File: config.mk
export PLATFORM = sky130hd
export DESIGN_NAME = fetch_stage
export DESIGN_NICKNAME = d
export VERILOG_FILES = /design/src/rtl/fetch_stage.sv
export SDC_FILE = /design/constraint.sdc
export NUM_CORES = 1
export LEC_CHECK = 0
export CORE_ASPECT_RATIO = 0.8
export CORE_UTILIZATION = 42
export CTS_BUF_LIST = sky130_fd_sc_hd__clkbuf_16
export CTS_CLUSTER_SIZE = 24
export DETAILED_ROUTE_END_ITERATION = 6
export GPL_TIMING_DRIVEN = 0
export PLACE_DENSITY_LB_ADDON = 0.2
export SLEW_MARGIN = 20
export SYNTH_ARGS = -nofsm -noshare
export SYNTH_HDL_FRONTEND = slang
export SYNTH_SLANG_ARGS = --single-unit
export TNS_END_PERCENT = 5
File: constraint.sdc
create_clock -name clk -period 1.8 [get_ports clk]
set_clock_uncertainty 0.05 [all_clocks]
set_input_delay 0.36 -clock clk [delete_from_list [all_inputs] [get_ports clk]]
set_output_delay 0.36 -clock clk [all_outputs]
set_load 0.02 [all_outputs]
File: src/rtl/fetch_stage.sv
// MIPS fetch stage: fetch PC register plus the F/D pipeline register.
// An instruction reaches D one cycle after its PC is on F_PC; stall holds everything, req redirects and flushes.
module fetch_stage #(
  parameter logic [31:0] RESET_PC   = 32'h0000_3000,
  parameter logic [31:0] HANDLER_PC = 32'h0000_4180,
  parameter logic [31:0] IM_BASE    = 32'h0000_3000,
  parameter logic [31:0] IM_LIMIT   = 32'h0000_6FFF
) (
  input  logic        clk,
  input  logic        reset,
  input  logic [31:0] next_PC,
  input  logic        stall,
  input  logic        req,
  input  logic        eret_D,
  input  logic        branch_jump_D,
  input  logic [31:0] instr_F,
  output logic [31:0] F_PC,
  output logic [31:0] D_PC,
  output logic [31:0] D_instr,
  output logic [4:0]  D_excode,
  output logic        D_BD
);

  localparam logic [4:0] EXC_NONE = 5'd0;
  localparam logic [4:0] EXC_ADEL = 5'd4;

  logic fetch_fault;

  // Unsigned full-width bounds check; addresses past the top of the space are just out of range.
  assign fetch_fault = (F_PC[1:0] != 2'b00) || (F_PC < IM_BASE) || (F_PC > IM_LIMIT);

  always_ff @(posedge clk) begin
    if (reset) begin
      F_PC     <= RESET_PC;
      D_PC     <= RESET_PC;
      D_instr  <= 32'h0;
      D_excode <= EXC_NONE;
      D_BD     <= 1'b0;
    end else if (req) begin
      F_PC     <= HANDLER_PC;
      D_PC     <= HANDLER_PC;
      D_instr  <= 32'h0;
      D_excode <= EXC_NONE;
      D_BD     <= 1'b0;
    end else if (!stall) begin
      F_PC <= next_PC;
      D_PC <= F_PC;
      if (eret_D) begin
        // eret has no delay slot: the instruction behind it is squashed to a nop.
        D_instr  <= 32'h0;
        D_excode <= EXC_NONE;
        D_BD     <= 1'b0;
      end else begin
        D_BD <= branch_jump_D;
        if (fetch_fault) begin
          D_instr  <= 32'h0;
          D_excode <= EXC_ADEL;
        end else begin
          D_instr  <= instr_F;
          D_excode <= EXC_NONE;
        end
      end
    end
  end

endmodule

==> metrics.txt, run 1 <==
final setup fails 10; Non-Filler Instances 690; GR peak layer met2; MaxCap Viol Count 0; antenna-violating nets left 0; routing usage on met3 5.09%; dpl hpwl 7870 µm; proportion of layout cells with a drive suffix above 1 15.1%; TNS Setup -0.0563 ns; drt first pass iters 4; Initial Util 44.1%; first-pass GRT wire length 16,200 µm; number of port buffers 167; worst min-delay path class reg -> reg; cts bufs inserted 9; grt met2 use 37.0%; # diodes 0; gr usage total 22.1%; synthesized area 3810 µm²; relative slew slack 53.9%; H-tree levels 3; Clock Sink Count 98; clock-pin slew on the worst setup and hold paths 0.07 ns; GPL Wtd Cong 0.762; Post-synth EDFFs 0; Worst-Skew Late Latency 0.33 ns; row count 30; Hold Violations, Final 0; final worst setup slack -0.0124 ns; drt drc 0; die area 9460 µm²; critical path's top delay family simple AND/OR/NAND/NOR gates; Slew Limit Fails 0; PwrDens 770 nW/µm²; CTS tree yes; asr flop ratio synth 0%; vias in the first global route 3,212; Iter 0 DRT Violations 126; worst-path cell chain or4_4 > nor3_4 > nand4_4 > buf_12 > clkbuf_16 > o21ai_2; crit end category flip-flop; WL/cell 15.4 µm; synth unique cells 29; GR Overflow Total 0; root buffer cell clkbuf_16; Filler Cell Count 687; Mapped Cells 386; Placed Cells 668; Vias/cell 5.00; Static Leak 0.00254 µW; failing checks setup timing; Worst setup SP type flip-flop; # IOs 172; Hold Slack 0.417 ns; sequential-to-total area share from yosys stat 51.5%; RSZ-0062 raised after global routing true; Finished Cell Area 6090 µm²; Total Wirelength 10,600 µm; DIE WIDTH 109 µm; Yosys reg bits 98; Syn Area/Cell 9.87 µm²; largest net degree at the start of global routing 17; VDD IR max 0.000463 V; die height 87.2 µm; GR Layer Usage met1 28.4%; worst path required time 2.02 ns; path type of the worst setup path reg -> reg; antenna violations before repair 0; prevailing post-synth register cell dfxtp_1; Layout area overhead 59.9%; Worst Tran Pin Value 0.686 ns; clk buf depth 2; Final Cycle Share 101%; nets 644; Buf/Inv on CP 2; warning count from the yosys run 0; critical-path maximum fanout 8; critical path's largest stage delay 0.55 ns; crit path max-delay cell type or4_4; DR vias 3,450; minimum clock period 1.81 ns; max frequency 552 MHz; run status finished, violations left; placed inst area 5630 µm²; core area 8630 µm²; CP arrival 2.03 ns
-- cell usage after synthesis (3+ instances only) --
cell type,instances,area (µm²)
o21bai_1,4,30.0
buf_4,4,30.0
a211oi_1,6,45.0
buf_1,11,41.3
clkbuf_1,16,60.1
and2_1,6,37.5
dfxtp_1,98,1960
nand3_1,64,320
buf_6,3,33.8
mux2i_1,58,581
buf_2,3,15.0
o21ai_2,30,263
nor2_1,63,236
-- cells in the final DEF, fill, tap and decap left out, types with 7 or more instances in the layout --
| cell type | synthesis | final |
|---|---|---|
| buf_2 | 3 | 7 |
| nor2_1 | 63 | 63 |
| dlymetal6s2s_1 | 0 | 10 |
| mux2i_1 | 58 | 58 |
| o21ai_2 | 30 | 30 |
| clkbuf_16 | 0 | 11 |
| clkbuf_2 | 0 | 9 |
| clkbuf_1 | 16 | 9 |
| buf_4 | 4 | 7 |
| dfxtp_1 | 98 | 92 |
| clkdlybuf4s50_1 | 0 | 154 |
| nand3_1 | 64 | 64 |
-- stage by stage --
| step | util, % | total power (µW) | setup slack [ns] |
|---|---|---|---|
| floorplan | - | 2630 | 0.0556 |
| global placement | 65.3 | 2940 | -0.587 |
| detailed placement | 65.3 | 2950 | -0.605 |
| CTS | 69.2 | 4720 | -0.0826 |
| global route | 70.6 | 4880 | -0.114 |
| finish | 70.6 | 4690 | -0.0124 |
-- state kept, by name, summed over array words and instances, names as in the netlist --
register  flops
F_PC         32
D_excode      1
D_PC         32
D_BD          1
D_instr      32
-- path summary, 6_finish.rpt --
path	start	end	slack [ns]	depth (start not counted)
worst max register to register	F_PC[27]	D_instr[0]	-0.01	6
worst min-delay path	D_instr[29]	D_instr[29]	0.42	2
worst min register to register	D_instr[29]	D_instr[29]	0.42	2
worst max-delay path	F_PC[27]	D_instr[0]	-0.01	6
-- tightest hold or removal path: cells and delay by family (launching register included) --
kind | cells | cell delay (ns)
AND/OR/NAND/NOR | 1 | 0.06
AO/OA/AOI/OAI | 1 | 0.05
flip-flops | 1 | 0.31
-- final cells by class --
class	instances	area, µm²	area share (%)
Buffer	37	218	3.57
Clock buffer	9	225	3.70
Clock inverter	6	43.8	0.719
Inverter	1	3.75	0.0616
Multi-Input combinational cell	253	1680	27.6
Sequential cell	98	1970	32.3
Tap cell	112	140	2.30
Timing Repair Buffer	174	1810	29.8
-- cell families (layout without fill, tap and decap cells) --
kind of cell    count (synthesis)  count (layout)  share of synthesized area, %
simple gates                  146             146                          18.5
flops                          98              98                          51.5
mux                            58              58                          15.2
compound gates                 44              44                          9.59
buf+inv                        38             227                          4.83
other cells                     1               4                        0.0984
xor+xnor                        1               1                         0.230
-- power by group --
group	leakage (µW)	total, µW	switching [µW]	internal (µW)
registers	0.000798	2250	37.5	2220
logic	0.00161	689	325	365
clock network	0.000132	1750	816	934
-- timing repair --
item / 4_1_cts / 5_1_grt
setup buffers: 3 / 1
hold buffers: 0 / 0
gates resized for setup: 18 / 25
pin swaps: 10 / 22
setup endpoints to repair: 64 / 81
cloned: 1 / 2
-- routing by layer --
layer	part of all wire, %	wire [µm]
met3	6.0	637
met4	1.2	125
met5	0	0
met1	45	4740
met2	48	5130
Note: power is estimated with default switching activity, not from simulation.
==> run 2: changes to the inputs <==
Settings changed: TNS_END_PERCENT 5 to 100.
==> run 2 against run 1 <==
Against the previous run: the flow still finishes with violations (setup timing); design area is 0.10% higher; global-route usage is 0.48 points higher; cell count is 0.29% higher; combinational power is 0.7% higher; count of clock-buffer cells in the layout stayed put; total power is 0.17% higher; fmax is 2.4% lower; die area stayed put; first-iteration DRC count is 3.2% lower; via count is 0.52% higher; non-clock buffer count is 2 higher; critical endpoint is now D_instr[9]; largest power group unchanged.
==> metrics.txt, run 2 (synthesized netlist as in run 1, its figures left out) <==
path type of the worst setup path reg -> reg; crit path max-delay cell type or4_4; die area 9460 µm²; core area 8630 µm²; worst path required time 2.02 ns; # diodes 0; vias in the first global route 3,241; row count 30; relative slew slack 55.1%; critical-path maximum fanout 5; Vias/cell 5.01; final worst setup slack -0.0568 ns; Pint 3520 µW; max frequency 539 MHz; RSZ-0062 raised after global routing true; Clock Sink Count 98; drt first pass iters 4; clock-pin slew on the worst setup and hold paths 0.07 ns; sequential cell area 1970 µm²; DIE WIDTH 109 µm; Slew Limit Fails 0; commonest non-fill, non-tap cell in the layout clkdlybuf4s50_1; clk buf depth 2; CP arrival 2.08 ns; MaxCap Viol Count 0; Final Cycle Share 103%; CTS tree yes; antenna violations before repair 0; number of port buffers 167; Worst Tran Pin Value 0.667 ns; critical path's largest stage delay 0.55 ns; Post-CTS Hold Buffers 0; Flop pwr share 48.0%; gr usage total 22.6%; run status finished, violations left; GPL Wtd Cong 0.762; root buffer cell clkbuf_16; critical path's top delay family simple AND/OR/NAND/NOR gates; multi-input logic area 1680 µm²; H-tree levels 3; Hold Slack 0.421 ns; Total Wirelength 10,700 µm; Worst-Skew Late Latency 0.33 ns; antenna-violating nets left 0; clock network power share 37.3%; Buf/Inv on CP 2; Iter 0 DRT Violations 122; minimum clock period 1.86 ns; Top Registers D_PC: 32 flops, D_instr: 32 flops, F_PC: 32 flops; power share of the combinational group 14.8%; VDD IR max 0.000466 V; GR Overflow Total 0; first-pass GRT wire length 16,500 µm; Static Leak 0.00254 µW; Initial Util 44.1%; most frequent cells in the layout clkdlybuf4s50_1 (154), dfxtp_1 (92), nand3_1 (64); crit end category flip-flop; final setup fails 30; cts bufs inserted 9; # IOs 172; die height 87.2 µm; nets 646; dpl hpwl 7870 µm; Filler Cell Count 672; WL/cell 15.5 µm; proportion of layout cells with a drive suffix above 1 15.2%; Worst setup SP type flip-flop; sw frac 25.2%; largest net degree at the start of global routing 17; Core Util, Final 70.7%; drt drc 0; TNS Setup -0.809 ns; DR vias 3,468; PwrDens 771 nW/µm²; Hold Violations, Final 0; Layout area overhead 60.0%; worst min-delay path class reg -> reg; failing checks setup timing; Switch Pwr 1180 µW; worst-path cell chain or4_4 > nor3_4 > nand4_4 > buf_12 > buf_8 > o21ai_2
[run 2: through the flow]
step | cells | worst slack (ns) | cell area (µm²) | total power, µW
after detailed placement | 668 | -0.605 | 5630 | 2950
after CTS | 693 | -0.0850 | 6100 | 4760
after floorplan | 389 | 0.0556 | 3820 | 2630
final | 692 | -0.0568 | 6100 | 4700
after global placement | 668 | -0.587 | 5630 | 2940
after global routing | 692 | -0.180 | 6100 | 4890
[run 2: timing repair]
action / in CTS / in global routing
resized for setup: 27 / 19
buffers inserted: 7 / 1
setup endpoints to repair: 64 / 80
pin swaps: 32 / 2
cloned: 3 / 0
[run 2: final timing paths]
| path | cells after the start | endpoint | slack [ns] | start |
|---|---|---|---|---|
| max | 6 | D_instr[9] | -0.06 | F_PC[27] |
| min | 2 | D_instr[29] | 0.42 | D_instr[29] |
| max reg2reg | 6 | D_instr[9] | -0.06 | F_PC[27] |
| min reg2reg | 2 | D_instr[29] | 0.42 | D_instr[29] |
[run 2: area by class of cell]
cell class              count  area share (%)
well taps                 112            2.30
clock inverters             6           0.718
clock buffers               9            3.69
plain buffers              37            3.55
repair buffers            176            29.8
flip-flops and latches     98            32.3
multi-input cells         253            27.5
inverters                   1          0.0615
[run 2: worst register-to-register path: cells and delay by family (launching register included)]
| kind | cells | cell delay [ns] |
|---|---|---|
| flip-flops | 1 | 0.32 |
| buffers and inverters | 2 | 0.33 |
| AND/OR/NAND/NOR | 3 | 0.96 |
| AO/OA/AOI/OAI | 1 | 0.13 |
[run 2: power by group through the flow]
stage / Clock (µW) / Combinational (µW) / Sequential (µW)
final: 1750 / 694 / 2250
after global routing: 1890 / 741 / 2260
after CTS: 1800 / 707 / 2250
after detailed placement: 0 / 646 / 2300
after global placement: 0 / 637 / 2300
after floorplan: 0 / 276 / 2350
[run 2: per-layer routing]
metal	track usage, %	vias up	part of all wire (%)
li1	-	1706	-
met1	29.0	1643	45
met2	37.7	106	47
met3	5.31	13	5.9
met4	6.88	0	1.6
met5	0	-	0
